$ cat src/rtl/freq_div_pkg.sv
`default_nettype none
// ============================================================================
// Module      : freq_div_pkg
// Description : Shared defaults and helpers for the sawtooth frequency divider.
//               - FD_WIDTH / FD_DIV_RATIO / FD_STEP : default parameter values
//               - fd_cnt_width()                    : prescaler count width
// Revision    : 1.0 - initial release
// ============================================================================
package freq_div_pkg;

    localparam int FD_WIDTH     = 8;
    localparam int FD_DIV_RATIO = 4;
    localparam int FD_STEP      = 1;

    // Width of a counter that runs 0..ratio-1. A ratio of 1 still needs a
    // one-bit register so the count type is never zero-width.
    function automatic int fd_cnt_width(input int ratio);
        int w;
        w = $clog2(ratio);
        return (w < 1) ? 1 : w;
    endfunction

endpackage : freq_div_pkg
`default_nettype wire

$ cat src/rtl/freq_div_prescaler.sv
`default_nettype none
// ============================================================================
// Module      : freq_div_prescaler
// Description : Clock-enable prescaler. Counts 0..DIV_RATIO-1 and raises
//               tick_en (combinational, from the registered count) during
//               the cycle whose rising edge is an update edge.
// Ports       : clk     - system clock, rising edge
//               rst_n   - synchronous active-low reset
//               tick_en - update enable for the current cycle
// Revision    : 1.0 - initial release
// ============================================================================
module freq_div_prescaler
    import freq_div_pkg::*;
#(
    parameter int DIV_RATIO = FD_DIV_RATIO
) (
    input  logic clk,
    input  logic rst_n,
    output logic tick_en
);

    localparam int               CNT_W    = fd_cnt_width(DIV_RATIO);
    localparam logic [CNT_W-1:0] CNT_LAST = CNT_W'(DIV_RATIO - 1);
    localparam logic [CNT_W-1:0] CNT_ONE  = CNT_W'(1);

    logic [CNT_W-1:0] count_q;
    logic [CNT_W-1:0] count_d;

    // With DIV_RATIO=1 the count is pinned at 0 == CNT_LAST, so every
    // cycle is an update cycle.
    always_comb begin
        tick_en = (count_q == CNT_LAST);
        count_d = tick_en ? '0 : (count_q + CNT_ONE);
    end

    always_ff @(posedge clk) begin
        if (!rst_n) begin
            count_q <= '0;
        end else begin
            count_q <= count_d;
        end
    end

endmodule : freq_div_prescaler
`default_nettype wire

$ cat src/rtl/frequency_divider.sv
`default_nettype none
// ============================================================================
// Module      : frequency_divider
// Description : Digital sawtooth generator. A prescaler produces an update
//               enable every DIV_RATIO clocks; each update advances the ramp
//               by STEP, wrapping to 0 once another step would pass PEAK.
// Ports       : clk           - system clock, rising edge
//               rst_n         - synchronous active-low reset
//               SawTooth_wave - registered unsigned ramp sample
//               div_tick      - one-cycle pulse when the sample changes
//               wrap          - one-cycle pulse when the sample wraps to 0
// Revision    : 1.0 - initial release
// ============================================================================
module frequency_divider
    import freq_div_pkg::*;
#(
    parameter int WIDTH     = FD_WIDTH,
    parameter int DIV_RATIO = FD_DIV_RATIO,
    parameter int STEP      = FD_STEP,
    parameter int PEAK      = (2 ** WIDTH) - 1
) (
    input  logic             clk,
    input  logic             rst_n,
    output logic [WIDTH-1:0] SawTooth_wave,
    output logic             div_tick,
    output logic             wrap
);

    // ------------------------------------------------------------------
    // Elaboration-time parameter legality
    // ------------------------------------------------------------------
    if (DIV_RATIO < 1) begin : g_chk_div_ratio
        $error("frequency_divider: DIV_RATIO must be >= 1");
    end
    if (STEP < 1) begin : g_chk_step_min
        $error("frequency_divider: STEP must be >= 1");
    end
    if (STEP > PEAK) begin : g_chk_step_max
        $error("frequency_divider: STEP must not exceed PEAK");
    end
    if ((PEAK < 1) || (longint'(PEAK) > ((longint'(1) << WIDTH) - 1))) begin : g_chk_peak
        $error("frequency_divider: PEAK must be in 1..2**WIDTH-1");
    end

    // Comparing against PEAK-STEP before adding keeps the sum within PEAK,
    // so the adder can never overflow WIDTH bits.
    localparam logic [WIDTH-1:0] WRAP_ABOVE = WIDTH'(PEAK - STEP);
    localparam logic [WIDTH-1:0] STEP_W     = WIDTH'(STEP);

    logic tick_en;

    freq_div_prescaler #(
        .DIV_RATIO (DIV_RATIO)
    ) u_prescaler (
        .clk     (clk),
        .rst_n   (rst_n),
        .tick_en (tick_en)
    );

    logic [WIDTH-1:0] wave_q;
    logic [WIDTH-1:0] wave_d;
    logic             div_tick_q;
    logic             div_tick_d;
    logic             wrap_q;
    logic             wrap_d;

    always_comb begin
        wave_d     = wave_q;
        div_tick_d = tick_en;
        wrap_d     = 1'b0;
        if (tick_en) begin
            if (wave_q > WRAP_ABOVE) begin
                // Restart at 0; any remainder below PEAK is discarded.
                wave_d = '0;
                wrap_d = 1'b1;
            end else begin
                wave_d = wave_q + STEP_W;
            end
        end
    end

    always_ff @(posedge clk) begin
        if (!rst_n) begin
            wave_q     <= '0;
            div_tick_q <= 1'b0;
            wrap_q     <= 1'b0;
        end else begin
            wave_q     <= wave_d;
            div_tick_q <= div_tick_d;
            wrap_q     <= wrap_d;
        end
    end

    assign SawTooth_wave = wave_q;
    assign div_tick      = div_tick_q;
    assign wrap          = wrap_q;

endmodule : frequency_divider
`default_nettype wire

$ cat config.mk
export PLATFORM = sky130hd
export DESIGN_NAME = frequency_divider
export DESIGN_NICKNAME = d
export VERILOG_FILES = /design/src/rtl/freq_div_pkg.sv /design/src/rtl/freq_div_prescaler.sv /design/src/rtl/frequency_divider.sv
export SDC_FILE = /design/constraint.sdc
export NUM_CORES = 1
export LEC_CHECK = 0
export CORE_AREA = 8 8 45 47
export DETAILED_ROUTE_END_ITERATION = 8
export DIE_AREA = 0 0 53 55
export GPL_ROUTABILITY_DRIVEN = 0
export PLACE_DENSITY = 0.71
export SETUP_SLACK_MARGIN = 0.5
export SLEW_MARGIN = 20
export SYNTH_ARGS = -nofsm -noshare
export SYNTH_HDL_FRONTEND = slang
export SYNTH_SLANG_ARGS = --single-unit
$ cat constraint.sdc
create_clock -name clk -period 2.9 [get_ports clk]
set_input_delay 0.58 -clock clk [delete_from_list [all_inputs] [get_ports clk]]
set_output_delay 0.58 -clock clk [all_outputs]
set_load 0.01 [all_outputs]
# --- Yosys cells after proc, flatten, opt, wreduce, memory -nomap -nowiden ---
# Index checks and enable logic that the tools add are counted.
word_totals:
  inputBits: 2
  word_cells: 13
  register_bits: 12
classes:
  n_eq_ne: 1
  n_lt_le_gt_ge: 1
  bitwise_logic: 1
  n_mux: 2
  n_reduce_logical: 2
  addsub: 2
ops:
  columns: ["operator", "n"]
  rows:
  - ["adder 8 x 1 -> 8 bit, second input constant", 1]
  - ["greater-than comparator 8 bit, second input constant", 1]
  - ["two-way mux 8 bit", 1]
  - ["adder 2 x 1 -> 2 bit, second input constant", 1]
  - ["== test 2 bit, second input constant", 1]
  - ["AND reduction 2 bit", 1]
  - ["OR reduction 2 bit", 1]
  - ["two-way mux 1 bit", 1]
  - ["NOT 1 bit", 1]

# --- Logic depth before layout (Yosys ltp) ---
# Gate-level depths: netlist of run 1.
logic_depth:
  word_depth: 2
  ltp_mapped: 5

# --- Hierarchy ---
# From an unflattened synthesis of run 1, not the netlist that was laid out.
unflattened:
  hier_cells: 59
  area_unflattened_um2: 569.3
by_module_without_submodules:
  columns: ["mod", "instances", "area_per_inst_um2", "cells_each"]
  rows:
  - ["frequency_divider", 1, 495.5, 54]
  - ["freq_div_prescaler", 1, 73.8, 5]

# --- Worst setup path before layout of run 1 ---
# Ideal clock, no wire load.
synth_timing:
  kind: "flip-flop to flip-flop"
  startpoint: "reg wave_q[0] (netlist: SawTooth_wave[0])"
  endpoint: "reg wave_q[0] (netlist: SawTooth_wave[0])"
  path_slack_ps: 1475
  required_time_ps: 2776
  t_arrival_ps: 1300
  path_stages_with_launch: 6
  period_less_slack_ps: 1425
  cell_sequence: "dfxtp_1 inv_1 ha_1 nand4b_1 o311ai_1 a21oi_1"
synth_via:
  elab_chain_cells: 2
synth_lines:
  columns: ["item", "line", "rtl"]
  rows:
  - ["start: declaration", "frequency_divider.sv:60", "logic [WIDTH-1:0] wave_q;"]
  - ["start signal: assignment", "frequency_divider.sv:88", "wave_q <= wave_d;"]
  - ["adder 8 x 1 -> 8 bit / greater-than comparator 8 bit (equally long branches)", "frequency_divider.sv:77, frequency_divider.sv:72", null]
  - ["two-way mux 8 bit *", "frequency_divider.sv:72", "if (wave_q > WRAP_ABOVE) begin"]
# Mark *: on every way between the ends. The rest lies on a longest branch, timed or not.
# A chain may end at the register's enable or synchronous reset.

# --- Worst setup path in the final report of run 1 ---
layout_timing:
  startpoint: "reg wave_q[3] (netlist: SawTooth_wave[3])"
  endpoint: "out SawTooth_wave[3]"
layout_lines:
  columns: ["item", "line", "rtl"]
  rows:
  - ["end: declaration", "frequency_divider.sv:24", "output logic [WIDTH-1:0] SawTooth_wave,"]
# No word-level cell between the ends.

==> results of run 1 <==
[metrics by stage]
step | instance area (um^2) | setup slack, ns
2_1_floorplan | 539.3 | 1.476
3_3_place_gp | 661.9 | 1.302
6_report | 698.2 | 1.003
4_1_cts | 698.2 | 0.9938
3_5_place_dp | 661.9 | 1.296
5_1_grt | 698.2 | 0.9516
[layout make-up]
type	count	area (um^2)	area share [%]
clock buffers	4	36.28	5.197
inverters	4	15.01	2.151
multi-input cells	41	276.5	39.61
flip-flops and latches	12	240.2	34.41
well taps	16	20.02	2.867
repair buffers	11	110.1	15.77
[power breakdown]
| group | switching, W | internal [W] | total [W] | leakage, nW |
|---|---|---|---|---|
| combinational | 0.0000171 | 0.0000194 | 0.0000365 | 0.115 |
| clock | 0.0000634 | 0.0000764 | 0.000140 | 0.0210 |
| sequential | 0.00000915 | 0.000174 | 0.000183 | 0.0976 |
| total | 0.0000897 | 0.000269 | 0.000359 | 0.233 |
[logic make-up (layout without fill, tap and decap cells)]
logic type | count (synthesis) | after routing | synth area share, %
compound gates | 18 | 18 | 22.97
buf+inv | 5 | 19 | 4.176
simple gates | 20 | 20 | 21.35
flops | 12 | 12 | 44.55
fa+ha+maj | 3 | 3 | 6.961
[state kept, by name, summed over array words and instances, names as in the netlist]
register / cells
wrap: 1
div_tick: 1
u_prescaler.count_q: 2
SawTooth_wave: 8
[Yosys cell counts, drive strengths merged, types with 2 or more instances]
cell	number	share of area [%]
nor2	2	1.4
dfxtp	12	45
ha	3	7.0
inv	4	2.8
a31oi	2	2.3
or3	4	4.6
o21ai	2	1.9
o211ai	2	2.8
a21oi	4	3.7
nand2	6	4.2
[final timing paths]
check             cells after the start                endpoint  slack (ns)
setup / recovery                      1        SawTooth_wave[3]        1.00
hold / removal                        1  u_prescaler.count_q[0]        0.42
setup reg to reg                      4        SawTooth_wave[5]        1.28
hold reg to reg                       1  u_prescaler.count_q[0]        0.42
[per-layer routing]
metal	wire, um	part of all wire [%]
met1	529	44
met2	558	47
met3	72	6.1
met4	29	2.4
met5	0	0
==> flow_summary.html, run 1 <==
<table>
<tr><th>Metric</th><th>Value</th></tr>
<tr><th colspan="2">Power and ir drop</th></tr>
<tr><td>Max VDD drop</td><td>0.0001875 V</td></tr>
<tr><td>Static leakage</td><td>0.2333 nW</td></tr>
<tr><td>Total power</td><td>0.0003590 W</td></tr>
<tr><td>Power density cells</td><td>514.2 nW/um^2</td></tr>
<tr><th colspan="2">Floorplan</th></tr>
<tr><td>DIE HEIGHT</td><td>55 um</td></tr>
<tr><td>Core region area</td><td>1384 um^2</td></tr>
<tr><td>Area of the die</td><td>2915 um^2</td></tr>
<tr><td>Std cell rows</td><td>14</td></tr>
<tr><td>I/O Pins</td><td>12</td></tr>
<tr><td>Initial core utilization</td><td>38.97%</td></tr>
<tr><td>Chip Width</td><td>53 um</td></tr>
<tr><th colspan="2">CTS</th></tr>
<tr><td>Insertion delay to the later sink of the worst-skew pair</td><td>0.28 ns</td></tr>
<tr><td>Count of clock tree sinks</td><td>12</td></tr>
<tr><td>Count of buffers added by post-CTS timing repair for setup</td><td>0</td></tr>
<tr><td>Max clock buf depth</td><td>2</td></tr>
<tr><td>CTS hold repair buffers</td><td>0</td></tr>
<tr><td>CTS tree</td><td>yes</td></tr>
<tr><td>CTS Root Cell</td><td>sky130_fd_sc_hd__clkbuf_4</td></tr>
<tr><td>Clock transition time at the flip-flop clock pins of the worst setup and hold paths</td><td>0.08 ns</td></tr>
<tr><td>Total of cells resized after clock tree synthesis</td><td>0</td></tr>
<tr><td>Clock buffer count from CTS</td><td>3</td></tr>
<tr><td>Number of levels in the clock H-tree</td><td>1</td></tr>
<tr><th colspan="2">Layout</th></tr>
<tr><td>Layout Nets</td><td>78</td></tr>
<tr><td>Most common library cell in the layout ignoring fill and taps</td><td>sky130_fd_sc_hd__dfxtp_1</td></tr>
<tr><td>Final instance count without filler cells</td><td>88</td></tr>
<tr><td>Area growth from synthesis to layout</td><td>29.47%</td></tr>
<tr><td>Fraction of final layout cells with drive strength greater than 1</td><td>6.944%</td></tr>
<tr><td>Diodes inserted</td><td>0</td></tr>
<tr><td>Final core occ</td><td>50.45%</td></tr>
<tr><td>Number of fill cells in the layout</td><td>155</td></tr>
<tr><td>Commonest non-fill, non-tap cells in the layout</td><td>sky130_fd_sc_hd__dfxtp_1, sky130_fd_sc_hd__clkdlybuf4s50_1, sky130_fd_sc_hd__nand2_1</td></tr>
<tr><th colspan="2">Route</th></tr>
<tr><td>Post-route antenna net violation count</td><td>0</td></tr>
<tr><td>Pre-antenna DRT Iters</td><td>4</td></tr>
<tr><td>Vias per inst</td><td>5.511</td></tr>
<tr><td>Residual DRC count</td><td>0</td></tr>
<tr><td>Violation count after the first detailed-route iteration</td><td>7</td></tr>
<tr><td>Vias</td><td>485</td></tr>
<tr><td>Total Routed Length</td><td>1190 um</td></tr>
<tr><td>Detail-routed net length per standard cell</td><td>13.52 um</td></tr>
<tr><th colspan="2">STA</th></tr>
<tr><td>Worst hold-check slack</td><td>0.4204 ns</td></tr>
<tr><td>Final max-slew violation count</td><td>0</td></tr>
<tr><td>Shortest period the worst path allows</td><td>1.897 ns</td></tr>
<tr><td>Final count of negative-setup-slack endpoints</td><td>0</td></tr>
<tr><td>Worst rel slew slack</td><td>69.15%</td></tr>
<tr><td>Max Clock Skew</td><td>0.005227 ns</td></tr>
<tr><td>RSZ-0062 raised after global routing</td><td>false</td></tr>
<tr><td>Final hold viol count</td><td>0</td></tr>
<tr><td>Worst Max-Slew Pin Slew</td><td>0.4568 ns</td></tr>
<tr><td>Total Negative Setup Slacks</td><td>0 ns</td></tr>
<tr><td>Period Utilization, post-route</td><td>65.40%</td></tr>
<tr><td>Max frequency</td><td>527.3 MHz</td></tr>
<tr><th colspan="2">Placed design</th></tr>
<tr><td>Number of buffers added on ports</td><td>11</td></tr>
<tr><td>Final HPWL from detailed placement</td><td>866.9 um</td></tr>
<tr><td>DP Cell Count</td><td>84</td></tr>
<tr><th colspan="2">Worst setup path</th></tr>
<tr><td>Slowest cell on the critical path</td><td>sky130_fd_sc_hd__clkdlybuf4s50_1</td></tr>
<tr><td>Buffering stage count on the worst path with inverters included</td><td>1</td></tr>
<tr><td>Ordered cell list for the critical path</td><td>clkdlybuf4s50_1</td></tr>
<tr><td>Critical path launch point</td><td>SawTooth_wave[3]</td></tr>
<tr><td>Critical path's largest stage delay</td><td>0.59 ns</td></tr>
<tr><td>Required time of the worst setup path</td><td>2.32 ns</td></tr>
<tr><td>Maximum fanout count along the critical path</td><td>7</td></tr>
<tr><td>Kind of capture point of the worst setup path</td><td>output port</td></tr>
<tr><td>Critical path data arrival time</td><td>1.32 ns</td></tr>
<tr><td>Critical path's top delay family</td><td>buffers and inverters</td></tr>
<tr><td>Critical Path Start Type</td><td>flip-flop</td></tr>
<tr><td>Worst reg2reg startpoint</td><td>u_prescaler.count_q[0]</td></tr>
<tr><td>Type of the worst setup path</td><td>flip-flop to output port</td></tr>
<tr><th colspan="2">Global route</th></tr>
<tr><td>Antenna violations before repair</td><td>0</td></tr>
<tr><td>Overflow left after global routing</td><td>0</td></tr>
<tr><td>Via count of the first global-routing pass</td><td>473</td></tr>
<tr><td>Met3 Resource Use GR</td><td>1.337%</td></tr>
<tr><td>GRT met2 Usage</td><td>15.23%</td></tr>
<tr><td>All-layer global routing usage</td><td>8.936%</td></tr>
<tr><td>Largest net degree at the start of global routing</td><td>12</td></tr>
<tr><td>Busiest metal layer after global routing</td><td>met2</td></tr>
<tr><td>First-pass GRT wire length</td><td>1938 um</td></tr>
<tr><td>GR met1 Demand/Resource</td><td>9.509%</td></tr>
<tr><th colspan="2">Logic synthesis</th></tr>
<tr><td>Sequential-to-total area share from yosys stat</td><td>44.55%</td></tr>
<tr><td>Synth Warn #</td><td>0</td></tr>
<tr><td>Number of enable flip-flop cells after synthesis</td><td>0</td></tr>
<tr><td>Cell area after synthesis</td><td>539.3 um^2</td></tr>
<tr><td>Fraction of synthesis flops using an asynchronous set or reset pin</td><td>0%</td></tr>
<tr><td>Number of register bits inferred by synthesis</td><td>12</td></tr>
<tr><td>Number of different library cells in the post-synthesis netlist</td><td>27</td></tr>
<tr><td>Most common flop cell mapped by yosys</td><td>sky130_fd_sc_hd__dfxtp_1</td></tr>
<tr><td>Post-Syn Area per Cell</td><td>9.298 um^2</td></tr>
<tr><td>Total nets after synthesis</td><td>63</td></tr>
<tr><td>Gate Count Post-Synth</td><td>58</td></tr>
<tr><th colspan="2">Flow run</th></tr>
<tr><td>Number of max-capacitance violations reported</td><td>0</td></tr>
<tr><th colspan="2">Worst hold path</th></tr>
<tr><td>Worst Hold Launch</td><td>u_prescaler.count_q[0]</td></tr>
<tr><td>Worst hold path type</td><td>flip-flop to flip-flop</td></tr>
<tr><th colspan="2">Run status</th></tr>
<tr><td>Result of the run</td><td>complete, no violations</td></tr>
</table>
Note: power is estimated with default switching activity, not from simulation.
==> run 2, diff against run 1 <==
clock period = 1.75 ns   (was 2.9 ns; I/O delays follow)
==> run 2 against run 1 <==
Critical path depth rose by 4; final cell count rose by 11%; hold slack improved by 0.010 ns; first-iteration DRC count rose by 71%; critical path type is now flip-flop to flip-flop; largest power group unchanged; highest routed layer unchanged.
==> flow_summary.html, run 2 (same netlist as run 1, synthesis figures left out) <==
<table>
<tr><th>Metric</th><th>Value</th></tr>
<tr><th colspan="2">Run status</th></tr>
<tr><td>Result of the run</td><td>complete, no violations</td></tr>
<tr><th colspan="2">CTS</th></tr>
<tr><td>Number of levels in the clock H-tree</td><td>1 (unchanged)</td></tr>
<tr><td>Max clock buf depth</td><td>2 (unchanged)</td></tr>
<tr><td>CTS Root Cell</td><td>sky130_fd_sc_hd__clkbuf_4</td></tr>
<tr><td>CTS tree</td><td>yes</td></tr>
<tr><td>Clock buffer count from CTS</td><td>3 (unchanged)</td></tr>
<tr><td>CTS hold repair buffers</td><td>0 (unchanged)</td></tr>
<tr><td>Count of clock tree sinks</td><td>12 (unchanged)</td></tr>
<tr><td>Insertion delay to the later sink of the worst-skew pair</td><td>0.27 ns (about the same)</td></tr>
<tr><td>Clock transition time at the flip-flop clock pins of the worst setup and hold paths</td><td>0.08 ns (about the same)</td></tr>
<tr><th colspan="2">Floorplan</th></tr>
<tr><td>I/O Pins</td><td>12 (unchanged)</td></tr>
<tr><td>Initial core utilization</td><td>38.97% (unchanged)</td></tr>
<tr><td>Core region area</td><td>1384 um^2 (unchanged)</td></tr>
<tr><td>Chip Width</td><td>53 um (unchanged)</td></tr>
<tr><td>DIE HEIGHT</td><td>55 um (unchanged)</td></tr>
<tr><td>Area of the die</td><td>2915 um^2 (unchanged)</td></tr>
<tr><td>Std cell rows</td><td>14 (unchanged)</td></tr>
<tr><th colspan="2">Route</th></tr>
<tr><td>Detail-routed net length per standard cell</td><td>16.06 um (+19%)</td></tr>
<tr><td>Residual DRC count</td><td>0 (unchanged)</td></tr>
<tr><td>Vias</td><td>566 (+17%)</td></tr>
<tr><td>Vias per inst</td><td>5.776 (+4.8%)</td></tr>
<tr><td>Total Routed Length</td><td>1574 um (+32%)</td></tr>
<tr><td>Post-route antenna net violation count</td><td>0 (unchanged)</td></tr>
<tr><td>Violation count after the first detailed-route iteration</td><td>12 (+5)</td></tr>
<tr><td>Pre-antenna DRT Iters</td><td>4 (unchanged)</td></tr>
<tr><th colspan="2">STA</th></tr>
<tr><td>Worst hold-check slack</td><td>0.4307 ns (+0.01033 ns)</td></tr>
<tr><td>Final max-slew violation count</td><td>0 (unchanged)</td></tr>
<tr><td>Max Clock Skew</td><td>0.003154 ns (-0.002073 ns)</td></tr>
<tr><td>RSZ-0062 raised after global routing</td><td>true</td></tr>
<tr><td>Total Negative Setup Slacks</td><td>0 ns (unchanged)</td></tr>
<tr><td>Shortest period the worst path allows</td><td>1.366 ns</td></tr>
<tr><td>Max frequency</td><td>732.3 MHz</td></tr>
<tr><td>Setup WS post-layout</td><td>0.3844 ns (-0.6191 ns)</td></tr>
<tr><td>Worst rel slew slack</td><td>74.20% (+5.1 points)</td></tr>
<tr><td>Worst Max-Slew Pin Slew</td><td>0.3828 ns (-0.07399 ns)</td></tr>
<tr><td>Period Utilization, post-route</td><td>78.03%</td></tr>
<tr><td>Final hold viol count</td><td>0 (unchanged)</td></tr>
<tr><td>Final count of negative-setup-slack endpoints</td><td>0 (unchanged)</td></tr>
<tr><th colspan="2">Worst setup path</th></tr>
<tr><td>Slack of the worst reg-to-reg path</td><td>0.38 ns (-0.90 ns)</td></tr>
<tr><td>Maximum fanout count along the critical path</td><td>7 (unchanged)</td></tr>
<tr><td>Critical Path Start Type</td><td>flip-flop</td></tr>
<tr><td>Type of the worst setup path</td><td>flip-flop to flip-flop</td></tr>
<tr><td>Required time of the worst setup path</td><td>1.97 ns (-0.35 ns)</td></tr>
<tr><td>Critical path data arrival time</td><td>1.58 ns (+0.26 ns)</td></tr>
<tr><td>Kind of capture point of the worst setup path</td><td>flip-flop</td></tr>
<tr><th colspan="2">Global route</th></tr>
<tr><td>Largest net degree at the start of global routing</td><td>10 (-2)</td></tr>
<tr><td>Via count of the first global-routing pass</td><td>546 (+15%)</td></tr>
<tr><td>Overflow left after global routing</td><td>0 (unchanged)</td></tr>
<tr><td>All-layer global routing usage</td><td>11.12% (+2.2 points)</td></tr>
<tr><td>Antenna violations before repair</td><td>0 (unchanged)</td></tr>
<tr><td>First-pass GRT wire length</td><td>2380 um (+23%)</td></tr>
<tr><th colspan="2">Layout</th></tr>
<tr><td>Diodes inserted</td><td>0 (unchanged)</td></tr>
<tr><td>Number of fill cells in the layout</td><td>127 (-18%)</td></tr>
<tr><td>Most common library cell in the layout ignoring fill and taps</td><td>sky130_fd_sc_hd__buf_4</td></tr>
<tr><td>Commonest non-fill, non-tap cells in the layout</td><td>sky130_fd_sc_hd__buf_4, sky130_fd_sc_hd__dfxtp_4, sky130_fd_sc_hd__nand2_1</td></tr>
<tr><td>Final Cell Area</td><td>828.3 um^2 (+19%)</td></tr>
<tr><td>Area growth from synthesis to layout</td><td>53.60%</td></tr>
<tr><td>Fraction of final layout cells with drive strength greater than 1</td><td>50.00% (+43 points)</td></tr>
<tr><td>Layout Nets</td><td>88 (+13%)</td></tr>
<tr><td>Largest register FFs</td><td>8 (unchanged)</td></tr>
<tr><th colspan="2">Power and ir drop</th></tr>
<tr><td>Static leakage</td><td>0.3166 nW (+36%)</td></tr>
<tr><td>Switching component of the power</td><td>0.0001527 W (+70%)</td></tr>
<tr><td>Max VDD drop</td><td>0.0003950 V (+110%)</td></tr>
<tr><td>Internal cell power</td><td>0.0004521 W (+68%)</td></tr>
<tr><td>Sequential power share</td><td>50.9% (about the same)</td></tr>
<tr><td>Share of total power in combinational logic</td><td>12.4% (+2.2 points)</td></tr>
<tr><td>Total power</td><td>0.0006048 W (+68%)</td></tr>
<tr><td>Clock group share of total power</td><td>36.7% (-2.2 points)</td></tr>
<tr><td>Net Sw Frac</td><td>25.24% (+0.27 points)</td></tr>
<tr><td>Power density cells</td><td>730.1 nW/um^2 (+42%)</td></tr>
<tr><th colspan="2">Placed design</th></tr>
<tr><td>Number of buffers added on ports</td><td>11 (unchanged)</td></tr>
<tr><td>Final HPWL from detailed placement</td><td>862.7 um (-0.48%)</td></tr>
<tr><td>Instance area at placement</td><td>684.4 um^2 (+3.4%)</td></tr>
<tr><td>Pre-CTS setup slack</td><td>0.2282 ns (-1.068 ns)</td></tr>
<tr><th colspan="2">Worst hold path</th></tr>
<tr><td>Worst hold path type</td><td>flip-flop to flip-flop</td></tr>
<tr><th colspan="2">Flow run</th></tr>
<tr><td>Number of max-capacitance violations reported</td><td>0 (unchanged)</td></tr>
</table>
==> run 2: cell count changes in the layout (fill, tap and decap cells not counted), sizes merged <==
| cell | delta |
|---|---|
| buf | +13 |
| clkdlybuf4s50 | -10 |
| clkbuf | +4 |
| dlygate4sd2 | +2 |
| clkdlybuf4s15 | +1 |
==> run 2: metrics by stage <==
step	std cells	util [%]
after floorplan	58	-
after global placement	84	49.46
after detailed placement	84	49.46
after CTS	94	59.13
after global routing	98	59.86
final	98	59.86
==> run 2: metal layers <==
metal | vias up | part of all wire [%] | routed length, um | GRT usage (%)
met5 | - | 0 | 0 | 0
met4 | 0 | 3.3 | 52 | 12.07
met3 | 6 | 4.7 | 74 | 2.139
met2 | 20 | 49 | 774 | 17.38
met1 | 272 | 43 | 672 | 11.94
li1 | 268 | - | - | -
==> run 2: power groups by stage <==
stage                     clock, W  combinational [W]  sequential, W
after detailed placement         0          0.0000654       0.000310
after CTS                 0.000224          0.0000748       0.000308
after global routing      0.000246          0.0000823       0.000310
after floorplan                  0          0.0000362       0.000311
final                     0.000222          0.0000751       0.000308
after global placement           0          0.0000651       0.000309
==> run 2: cell type report <==
| cell class | count | area (um^2) | share of cell area, % |
|---|---|---|---|
| repair buffers | 21 | 148.9 | 17.98 |
| flip-flops and latches | 12 | 266.5 | 32.18 |
| well taps | 16 | 20.02 | 2.417 |
| clock buffers | 4 | 36.28 | 4.381 |
| multi-input cells | 41 | 339.1 | 40.94 |
| inverters | 4 | 17.52 | 2.115 |
==> run 2: path summary, 6_finish.rpt <==
kind,start,to,depth (start not counted)
worst max-delay path,u_prescaler.count_q[1],SawTooth_wave[7],5
worst min-delay path,u_prescaler.count_q[0],u_prescaler.count_q[0],1
worst max register to register,u_prescaler.count_q[1],SawTooth_wave[7],5
worst min register to register,u_prescaler.count_q[0],u_prescaler.count_q[0],1
==> run 2: repair_timing <==
item                                    in CTS  in global routing
pin swaps                                    4                  3
resized for setup                           36                 13
setup buffers                                6                  4
cloned                                       0                  0
endpoints found under the setup margin      17                 14
==> run 2: critical path, stage by stage (launching register included) <==
cell,delay [ns]
sky130_fd_sc_hd__dfxtp_2,0.35
sky130_fd_sc_hd__ha_4,0.16
sky130_fd_sc_hd__nand4_4,0.13
sky130_fd_sc_hd__buf_4,0.18
sky130_fd_sc_hd__o31ai_1,0.25
sky130_fd_sc_hd__o311a_1,0.22
